===== config.mk =====
export PLATFORM = sky130hd
export DESIGN_NAME = qsn_unshift_fifo
export DESIGN_NICKNAME = d
export VERILOG_FILES = /design/src/rtl/qsn_unshift_fifo.sv
export SDC_FILE = /design/constraint.sdc
export NUM_CORES = 1
export LEC_CHECK = 0
export ABC_AREA = 1
export CAP_MARGIN = 20
export CORE_AREA = 3 3 56 58
export CTS_CLUSTER_SIZE = 40
export DETAILED_ROUTE_END_ITERATION = 10
export DIE_AREA = 0 0 59 61
export GPL_TIMING_DRIVEN = 0
export PLACE_DENSITY_LB_ADDON = 0.1
export SYNTH_ARGS = -nofsm -noshare
export SYNTH_HDL_FRONTEND = slang
export SYNTH_SLANG_ARGS = --single-unit

===== constraint.sdc =====
create_clock -name clk -period 2.6 [get_ports clk]
set_input_delay 0.26 -clock clk [delete_from_list [all_inputs] [get_ports clk]]
set_output_delay 0.26 -clock clk [all_outputs]
set_load 0.05 [all_outputs]

===== src/rtl/qsn_unshift_fifo.sv =====
// Inverse QSN rotation followed by a small valid/ready FIFO for the LDPC VN write path.
// Optional occupancy port enabled by defining QSN_UNSHIFT_OCC_EN.
module qsn_unshift_fifo #(
  parameter int LIFT    = 4,
  parameter int SHIFT_W = 2,
  parameter int DEPTH   = 4
) (
  input  logic               clk,
  input  logic               rst_n,
  input  logic               in_valid,
  output logic               in_ready,
  input  logic [LIFT-1:0]    in_data,
  input  logic [SHIFT_W-1:0] in_shift,
  output logic               out_valid,
  input  logic               out_ready,
  output logic [LIFT-1:0]    out_data
`ifdef QSN_UNSHIFT_OCC_EN
  ,
  output logic [$clog2(DEPTH):0] occupancy
`endif
);

  localparam int PTR_W = $clog2(DEPTH);
  localparam logic [PTR_W:0] FULL_CNT = (PTR_W+1)'(DEPTH);

  logic [LIFT-1:0]  mem_q [DEPTH];
  logic [PTR_W-1:0] wr_ptr_q, wr_ptr_d;
  logic [PTR_W-1:0] rd_ptr_q, rd_ptr_d;
  logic [PTR_W:0]   count_q, count_d;
  logic             push_s, pop_s;
  logic [LIFT-1:0]  wdata_s;

  // Undo the forward shift: bit i takes in bit (i - r) mod LIFT, i.e. rotate toward MSB.
  function automatic logic [LIFT-1:0] unshift(input logic [LIFT-1:0] d,
                                              input logic [SHIFT_W-1:0] s);
    logic [LIFT-1:0] res;
    int amt;
    amt = 32'(s) % LIFT;
    for (int i = 0; i < LIFT; i++) begin
      res[i] = d[(i + LIFT - amt) % LIFT];
    end
    return res;
  endfunction

  assign in_ready  = (count_q < FULL_CNT);
  assign out_valid = (count_q != {(PTR_W+1){1'b0}});
  assign out_data  = mem_q[rd_ptr_q];
`ifdef QSN_UNSHIFT_OCC_EN
  assign occupancy = count_q;
`endif

  // Handshake decode and next-state for pointers and count.
  always_comb begin
    push_s   = in_valid && in_ready;
    pop_s    = out_valid && out_ready;
    wdata_s  = unshift(in_data, in_shift);
    wr_ptr_d = wr_ptr_q;
    rd_ptr_d = rd_ptr_q;
    count_d  = count_q;
    if (push_s) begin
      wr_ptr_d = wr_ptr_q + PTR_W'(1);
    end else begin
      wr_ptr_d = wr_ptr_q;
    end
    if (pop_s) begin
      rd_ptr_d = rd_ptr_q + PTR_W'(1);
    end else begin
      rd_ptr_d = rd_ptr_q;
    end
    case ({push_s, pop_s})
      2'b10:   count_d = count_q + (PTR_W+1)'(1);
      2'b01:   count_d = count_q - (PTR_W+1)'(1);
      default: count_d = count_q;
    endcase
  end

  // Control state; reset empties the FIFO at once so out_valid drops with rst_n.
  always_ff @(posedge clk or negedge rst_n) begin
    if (!rst_n) begin
      wr_ptr_q <= {PTR_W{1'b0}};
      rd_ptr_q <= {PTR_W{1'b0}};
      count_q  <= {(PTR_W+1){1'b0}};
    end else begin
      wr_ptr_q <= wr_ptr_d;
      rd_ptr_q <= rd_ptr_d;
      count_q  <= count_d;
    end
  end

  // Storage array is intentionally not reset; count gates its visibility.
  always_ff @(posedge clk) begin
    if (push_s) begin
      mem_q[wr_ptr_q] <= wdata_s;
    end
  end

endmodule


==> results of run 1 <==
flip-flops by register name (all words and copies together) (netlist names):
register,cells
count_q,3
mem_q,16
rd_ptr_q,2
wr_ptr_q,2
layer usage:
metal,GRT usage,wire length (um),vias up,part of all wire
li1,-,-,447,-
met1,0.152,874,362,0.47
met2,0.207,868,13,0.47
met3,0.0255,91,2,0.049
met4,0.0583,18,0,0.0097
met5,0,0,-,0
logic make-up (layout without fill, tap and decap cells):
logic type               after synthesis  after routing
AND/OR/NAND/NOR                       49             49
buffers and inverters                 28             47
flip-flops                            23             23
AO/OA/AOI/OAI                         16             16
adder cells (fa/ha/maj)                6              6
XOR/XNOR                               4              4
layout by cell type, fill, tap and decap left out, drive strengths merged:
cell type,count
clkdlybuf4s50,15
dfrtp,7
buf,2
o21ai,7
a21oi,1
ha,5
edfxtp,16
xnor2,2
nand3,6
xor2,2
o211ai,8
clkbuf,4
or2,2
nor2,5
fa,1
nand2,35
nand4,1
inv,26
path summary, 6_finish.rpt:
| check | cells after the start | from | end |
|---|---|---|---|
| max | 5 | rd_ptr_q[0] | out_data[0] |
| min | 1 | rst_n | wr_ptr_q[0] |
| max reg2reg | 8 | count_q[2] | count_q[1] |
| min reg2reg | 2 | count_q[2] | count_q[2] |
| max in group asynchronous | 1 | rst_n | rd_ptr_q[1] |
| min in group clk | 2 | count_q[2] | count_q[2] |
layout make-up:
| cell class | count | area (um2) | area share |
|---|---|---|---|
| timing repair buffer | 15 | 150 | 0.106 |
| multi-input combinational | 75 | 424 | 0.300 |
| clock buffer | 4 | 26.3 | 0.0186 |
| inverter | 26 | 97.6 | 0.0690 |
| tap | 31 | 38.8 | 0.0274 |
| sequential | 23 | 656 | 0.463 |
| buffer | 2 | 22.5 | 0.0159 |
where the power goes:
group | switching (mW) | internal [mW]
Sequential | 0.0546 | 0.500
Clock | 0.0922 | 0.0596
Combinational | 0.529 | 0.284
Total | 0.676 | 0.843
per-stage QoR:
stage | hold WS [ns] | instances | total power, mW | cell area, um2 | worst slack (ns)
2_1_floorplan | -0.0356 | 126 | 1.16 | 1200 | 0.350
3_3_place_gp | 0.455 | 172 | 1.35 | 1390 | 0.718
3_5_place_dp | 0.465 | 172 | 1.39 | 1390 | 0.694
4_1_cts | 0.224 | 176 | 1.54 | 1420 | 0.354
5_1_grt | 0.217 | 176 | 1.65 | 1420 | 0.254
6_report | 0.219 | 176 | 1.52 | 1420 | 0.372
==> run summary, run 1 <==
Worst path top cell family by delay: buffers and inverters
status: finished, final reports clean
first-pass GRT wire length: 3.31 mm
Synthesized Nets: 142
Synth Cell Area: 1200 um2
Final Util: 0.522
number of top-level pins: 16
Setup TNS: 0 ns
Post-synth top cells: 34 x nand2_1, 25 x inv_1, 16 x edfxtp_1, 8 x o211ai_1
largest family of logic cells by synthesized area: simple AND/OR/NAND/NOR gates
die width: 59 um
Avg Synthesized Cell Area: 9.52 um2
Port Buffers: 15
DP Wirelength: 1.55 mm
Root Buffer: clkbuf_4
maximum vdd drop: 0.693 mV
Fin. Hold Viols: 0
fillers: 257
Main synth FF type: edfxtp_1
slowest cell on the critical path: clkdlybuf4s50_1
area grow syn2layout: 17.9%
CTS tree: done
DRT iter0 DRCs: 25
vias in the first global route: 795
transition time of the tightest slew-check pin: 0.491 ns
max_cap viols: 0
H-tree levels: 1
hold crit path type: in2async
starting density of the core: 0.443
Antenna Violating Nets Remaining: 0
Syn Inst Count: 126
WP buf/inv: 3
vias: 824
final setup violation count: 0
final net count: 162
most common cell in the netlist: nand2_1
flop2flop setup slack: 0.85 ns
Startpoint Class: flip-flop
final RePlAce weighted congestion: 0.731
Post-CTS Resized: 0
die height: 61 um
top cell type's share of synthesized area: 0.400
row cnt: 19
DRC Markers: 0
CP Capture Type: output pin
EDFF count, synth: 16
total CTS buffers: 3
Synth warnings: 0
worst clock skew: 0.0190 ns
vias per cell: 4.68
Clk Latency, worst-skew pair: 0.30 ns
ratio of cells with drive above 1 in the final layout: 0.0690
multiplexer area fraction after synthesis: 0
synthesized flop and latch total: 23
cts hold-fix bufs: 0
critical setup path kind: reg2out
die area: 3600 um2
worst-path maximum fanout: 10
Required @ worst endpoint: 2.34 ns
largest area contributor in the netlist: edfxtp_1
Post-Synth XOR/XNOR Area: 0.0292
Slew HR: 0.672
power density cells: 1070 nW/um2
initial antenna violation count: 0
Tot GR Track Use: 0.123
Ant. Diodes: 0
post-DR wirelength/cell: 10.5 um
register area share after synthesis: 0.546
Tcrit/Tclk final: 0.857
Async SR Flop Fraction: 0.304
post-synthesis simple-gate area fraction: 0.172
worst-path cell chain: inv_2, buf_6, o211ai_1, nand2_1, clkdlybuf4s50_1
Post-CTS Setup Bufs: 0
CTS sink count: 23
global route overflow: 0
Clock Tree Buf Depth: 2
CP arrival: 1.97 ns
FMAX: 449 MHz
Leak: 0.645 nW
DRT Pass-1 Iters: 4
Netlist cell types: 19
CP max stage delay: 0.79 ns
CORE AREA: 2710 um2
RSZ-0062 raised after global routing: no
Synth area leaders: edfxtp_1 40%, dfrtp_1 15%, nand2_1 11%
Reg clk slew, reported paths: 0.12 ns
final WL: 1.85 mm
adder-cell share of the synthesized area: 0.0688
Tmin final: 2.23 ns
Synth Area in Compound Gates: 0.0834
largest net degree at the start of global routing: 13
max-slew violation count: 0
No activity file was read; power rests on OpenSTA's default activity.
==> inputs of run 2 (changes only) <==
--- a/config.mk
+++ b/config.mk
@@ -13,6 +13,7 @@
 export DIE_AREA = 0 0 59 61
 export GPL_TIMING_DRIVEN = 0
 export PLACE_DENSITY_LB_ADDON = 0.1
+export REMOVE_ABC_BUFFERS = 1
 export SYNTH_ARGS = -nofsm -noshare
 export SYNTH_HDL_FRONTEND = slang
 export SYNTH_SLANG_ARGS = --single-unit
==> run summary, run 2 (synthesis results as in run 1) <==
Post-CTS Setup Bufs: 0 (unchanged)
post-DR wirelength/cell: 11.0 um (+4.9%)
DRT iter0 DRCs: 20 (-20%)
FMAX: 455 MHz (+1.4%)
Slew HR: 0.670 (-0.00177)
Worst Setup Slack post-DPL: 0.694 ns (-0.0000990 ns)
commonest non-fill, non-tap cell in the layout: nand2_1
row cnt: 19 (unchanged)
Startpoint Class: flip-flop
DP Wirelength: 1.52 mm (-1.9%)
Cell Area, Placed: 1370 um2 (-1.6%)
die area: 3600 um2 (unchanged)
CTS sink count: 23 (unchanged)
worst-path maximum fanout: 17 (+7)
starting density of the core: 0.443 (unchanged)
largest net degree at the start of global routing: 18 (+5)
power density cells: 1080 nW/um2 (+0.75%)
CORE AREA: 2710 um2 (unchanged)
Leak: 0.633 nW (-1.9%)
Post-CTS Resized: 0 (unchanged)
H-tree levels: 1 (unchanged)
Setup TNS: 0 ns (unchanged)
vias: 815 (-1.1%)
most flop-heavy register: mem_q
initial antenna violation count: 0 (unchanged)
final setup violation count: 0 (unchanged)
Reg clk slew, reported paths: 0.12 ns (about the same)
critical setup path kind: reg2out
Fin. Hold Viols: 0 (unchanged)
DRC Markers: 0 (unchanged)
Root Buffer: clkbuf_4
Final Util: 0.514 (-0.00831)
DRT Pass-1 Iters: 4 (unchanged)
Port Buffers: 15 (unchanged)
max_cap viols: 0 (unchanged)
global route overflow: 0 (unchanged)
Ant. Diodes: 0 (unchanged)
Required @ worst endpoint: 2.34 ns (about the same)
total CTS buffers: 3 (unchanged)
ratio of cells with drive above 1 in the final layout: 0.0559 (-0.0130)
CP arrival: 1.94 ns (-0.03 ns)
Largest register FFs: 16 (unchanged)
number of top-level pins: 16 (unchanged)
first-pass GRT wire length: 3.53 mm (+6.7%)
vias per cell: 4.68 (about the same)
final WL: 1.92 mm (+3.7%)
final RePlAce weighted congestion: 0.705 (-3.7%)
finished layout cell area: 1390 um2 (-1.6%)
vias in the first global route: 842 (+5.9%)
worst clock skew: 0.00944 ns (-0.00953 ns)
Clock Tree Buf Depth: 2 (unchanged)
Tcrit/Tclk final: 0.845 (-0.0121)
CTS tree: done
area grow syn2layout: 16.1%
top flop regs: mem_q x16, count_q x3
max-slew violation count: 0 (unchanged)
Clk Latency, worst-skew pair: 0.31 ns (about the same)
Tmin final: 2.20 ns (-0.0315 ns)
transition time of the tightest slew-check pin: 0.494 ns (+0.00265 ns)
Tot GR Track Use: 0.133 (+0.00995)
RSZ-0062 raised after global routing: no
hold crit path type: in2async
final net count: 160 (-1.2%)
setup ws final: 0.404 ns (+0.0315 ns)
status: finished, final reports clean
cts hold-fix bufs: 0 (unchanged)
die width: 59 um (unchanged)
Antenna Violating Nets Remaining: 0 (unchanged)
maximum vdd drop: 0.605 mV (-13%)
commonest non-fill, non-tap cells in the layout: 34 x nand2_1, 25 x inv_1, 16 x edfxtp_1, 15 x clkdlybuf4s50_1, 8 x o211ai_1
CP Capture Type: output pin
Power, Total: 1.51 mW (-0.86%)
die height: 61 um (unchanged)
==> run 2: changes by cell type in the layout (fill, tap and decap cells not counted), sizes merged <==
cell,before,now
buf,2,0
==> run 2: stage by stage <==
stage	std cells	hold slack [ns]
floorplan	124	-0.0356
CTS	174	0.216
global route	174	0.214
global placement	170	0.459
detailed placement	170	0.461
finish	174	0.217
==> run 2: worst paths after layout <==
path                        startpoint          end  slack (ns)  cells after the start
max                        rd_ptr_q[0]  out_data[3]        0.40                      4
max in group asynchronous        rst_n  rd_ptr_q[1]        2.12                      1
min                              rst_n   count_q[2]        0.22                      1
min in group clk            count_q[0]   count_q[0]        0.49                      1
min reg2reg                 count_q[0]   count_q[0]        0.49                      1
max reg2reg                 count_q[2]   count_q[1]        0.88                      8
==> run 2: area by class of cell <==
cell class,count,area (um2)
fillers,264,1320
multi-input cells,75,424
well taps,31,38.8
repair buffers,15,150
inverters,26,97.6
flip-flops and latches,23,656
clock buffers,4,26.3
==> run 2: critical path, cell delays in order, from the launching register on <==
cell             delay [ns]
dfrtp_1                0.42
inv_2                  0.22
o211ai_1               0.11
nand2_1                0.08
clkdlybuf4s50_1        0.79
==> run 2: routing by layer <==
| layer | share of wire | global-route usage | vias to the layer above | wire length, um |
|---|---|---|---|---|
| li1 | - | - | 440 | - |
| met1 | 0.48 | 0.163 | 357 | 921 |
| met2 | 0.47 | 0.229 | 14 | 899 |
| met3 | 0.042 | 0.0255 | 4 | 81 |
| met4 | 0.0099 | 0.0583 | 0 | 19 |
| met5 | 0 | 0 | - | 0 |
==> run 2: power breakdown <==
part / switching, mW / internal, mW
clock: 0.0986 / 0.0598
sequential: 0.0546 / 0.500
combinational: 0.527 / 0.266
==> inputs of run 3 (changes only) <==
==> constraint.sdc (replaced) <==
create_clock -name clk -period 1.9 [get_ports clk]
set_input_delay 0.19 -clock clk [delete_from_list [all_inputs] [get_ports clk]]
set_output_delay 0.19 -clock clk [all_outputs]
set_load 0.05 [all_outputs]
==> run summary, run 3 (synthesis results as in run 1) <==
FMAX: 584 MHz
Largest register FFs: 16 (unchanged)
Combinational Power Share: 0.510 (-0.017)
CTS sink count: 23 (unchanged)
CP Capture Type: flip-flop
global route overflow: 0 (unchanged)
Antenna Violating Nets Remaining: 0 (unchanged)
worst clock skew: 0.00939 ns (-0.0000548 ns)
Tot GR Track Use: 0.133 (-0.000450)
DP Wirelength: 1.52 mm (unchanged)
final WL: 1.94 mm (+0.83%)
DRT iter0 DRCs: 17 (-15%)
register share of total power: 0.381 (+0.013)
worst-path maximum fanout: 5 (-12)
top flop regs: mem_q x16, count_q x3
Setup TNS: 0 ns (unchanged)
Switching Share: 0.468 (+0.0158)
final setup violation count: 0 (unchanged)
die width: 59 um (unchanged)
critical setup path kind: reg2reg
hold crit path type: in2async
status: finished, final reports clean
Ant. Diodes: 0 (unchanged)
reg2reg start: count_q[2]
ratio of cells with drive above 1 in the final layout: 0.0839 (+0.0280)
Leak: 0.641 nW (+1.2%)
Required @ worst endpoint: 2.14 ns (-0.20 ns)
net switching power: 932 uW (+37%)
Tcrit/Tclk final: 0.902
non-filler cells, final: 174 (unchanged)
most flop-heavy register: mem_q
Clk pwr share: 0.109 (+0.004)
final RePlAce weighted congestion: 0.705 (unchanged)
initial antenna violation count: 0 (unchanged)
vias in the first global route: 838 (-0.48%)
transition time of the tightest slew-check pin: 0.502 ns (+0.00805 ns)
Startpoint Class: flip-flop
row cnt: 19 (unchanged)
flop2flop setup slack: 0.19 ns (-0.69 ns)
DRT Pass-1 Iters: 4 (unchanged)
Slew HR: 0.665 (-0.00488)
total CTS buffers: 3 (unchanged)
commonest non-fill, non-tap cell in the layout: nand2_1
Port Buffers: 15 (unchanged)
Fin. Hold Viols: 0 (unchanged)
fillers: 267 (+1.1%)
Reg-to-Reg End: count_q[1]
area grow syn2layout: 14.5%
Clk Latency, worst-skew pair: 0.31 ns (about the same)
Root Buffer: clkbuf_4
Reg clk slew, reported paths: 0.12 ns (about the same)
CP arrival: 1.95 ns (about the same)
die area: 3600 um2 (unchanged)
Final Util: 0.507 (-0.00693)
Tmin final: 1.71 ns
setup ws final: 0.187 ns (-0.217 ns)
post-DR wirelength/cell: 11.1 um (+0.83%)
die height: 61 um (unchanged)
H-tree levels: 1 (unchanged)
DRC Markers: 0 (unchanged)
final net count: 160 (unchanged)
maximum vdd drop: 0.797 mV (+32%)
max-slew violation count: 0 (unchanged)
Pint: 1.06 mW (+28%)
number of top-level pins: 16 (unchanged)
Worst Setup Slack post-DPL: 0.0636 ns (-0.630 ns)
Cells after DPL: 170 (unchanged)
power density cells: 1450 nW/um2 (+34%)
CORE AREA: 2710 um2 (unchanged)
max_cap viols: 0 (unchanged)
RSZ-0062 raised after global routing: no
largest net degree at the start of global routing: 18 (unchanged)
Power, Total: 1.99 mW (+32%)
vias: 818 (+0.37%)
first-pass GRT wire length: 3.51 mm (-0.37%)
commonest non-fill, non-tap cells in the layout: 34 x nand2_1, 25 x inv_1, 16 x edfxtp_1, 9 x clkdlybuf4s50_1, 8 x o211ai_1
CTS tree: done
Clock Tree Buf Depth: 2 (unchanged)
FF-to-FF path depth: 8 (unchanged)
starting density of the core: 0.443 (unchanged)
vias per cell: 4.70 (+0.37%)
[run 3: cell count changes in the layout (fill, tap and decap cells not counted)]
cell | previous run | this run
clkdlybuf4s50_1 | 15 | 9
dlygate4sd2_1 | 0 | 1
dlymetal6s2s_1 | 0 | 1
clkbuf_2 | 0 | 4
[run 3: routing by layer]
metal	GRT usage	up-vias	wire, um
li1	-	440	-
met1	0.162	360	921
met2	0.229	14	910
met3	0.0255	4	87
met4	0.0583	0	19
met5	0	-	0
[run 3: area by class of cell]
class	instances	area, um2	share of cell area
repair buffers	15	131	0.0956
flip-flops and latches	23	656	0.477
inverters	26	97.6	0.0710
well taps	31	38.8	0.0282
clock buffers	4	26.3	0.0191
multi-input cells	75	424	0.309
[run 3: worst max path at each step]
stage / startpoint / end / slack, ns / cells after the start
3_3_place_gp: out_ready / count_q[2] / 0.09 / 10
4_1_cts: rd_ptr_q[0] / out_data[3] / 0.01 / 4
6_report: count_q[2] / count_q[1] / 0.19 / 8
2_1_floorplan: count_q[2] / count_q[1] / -0.35 / 8
5_1_grt: count_q[0] / count_q[2] / 0.01 / 11
3_5_place_dp: out_ready / count_q[2] / 0.06 / 10
[run 3: worst max-delay path, stage by stage (launching register included)]
cell and delay, ns:
dfrtp_1 0.39, inv_1 0.13, nand3_2 0.14, nand2_1 0.11, inv_1 0.05, ha_1 0.18, inv_1 0.08, fa_1 0.40
o21ai_0 0.15
[run 3: power by group through the flow]
stage          registers [mW]  logic (mW)  clock network (mW)
2_1_floorplan           0.750       0.807                   0
3_3_place_gp            0.765        1.07                   0
3_5_place_dp            0.769        1.10                   0
4_1_cts                 0.759        1.05               0.224
5_1_grt                 0.779        1.16               0.246
6_report                0.758        1.02               0.217
[run 3: stage by stage]
step | hold slack, ns | instance area, um2
2_1_floorplan | -0.106 | 1180
3_3_place_gp | 0.459 | 1370
3_5_place_dp | 0.461 | 1370
4_1_cts | 0.146 | 1390
5_1_grt | 0.144 | 1370
6_report | 0.147 | 1370
[run 3: timing repair]
item	in CTS	in global routing
pin swaps	0	0
setup buffers	0	0
resized for setup	5	9
hold buffers	0	0
setup endpoints to repair	5	5
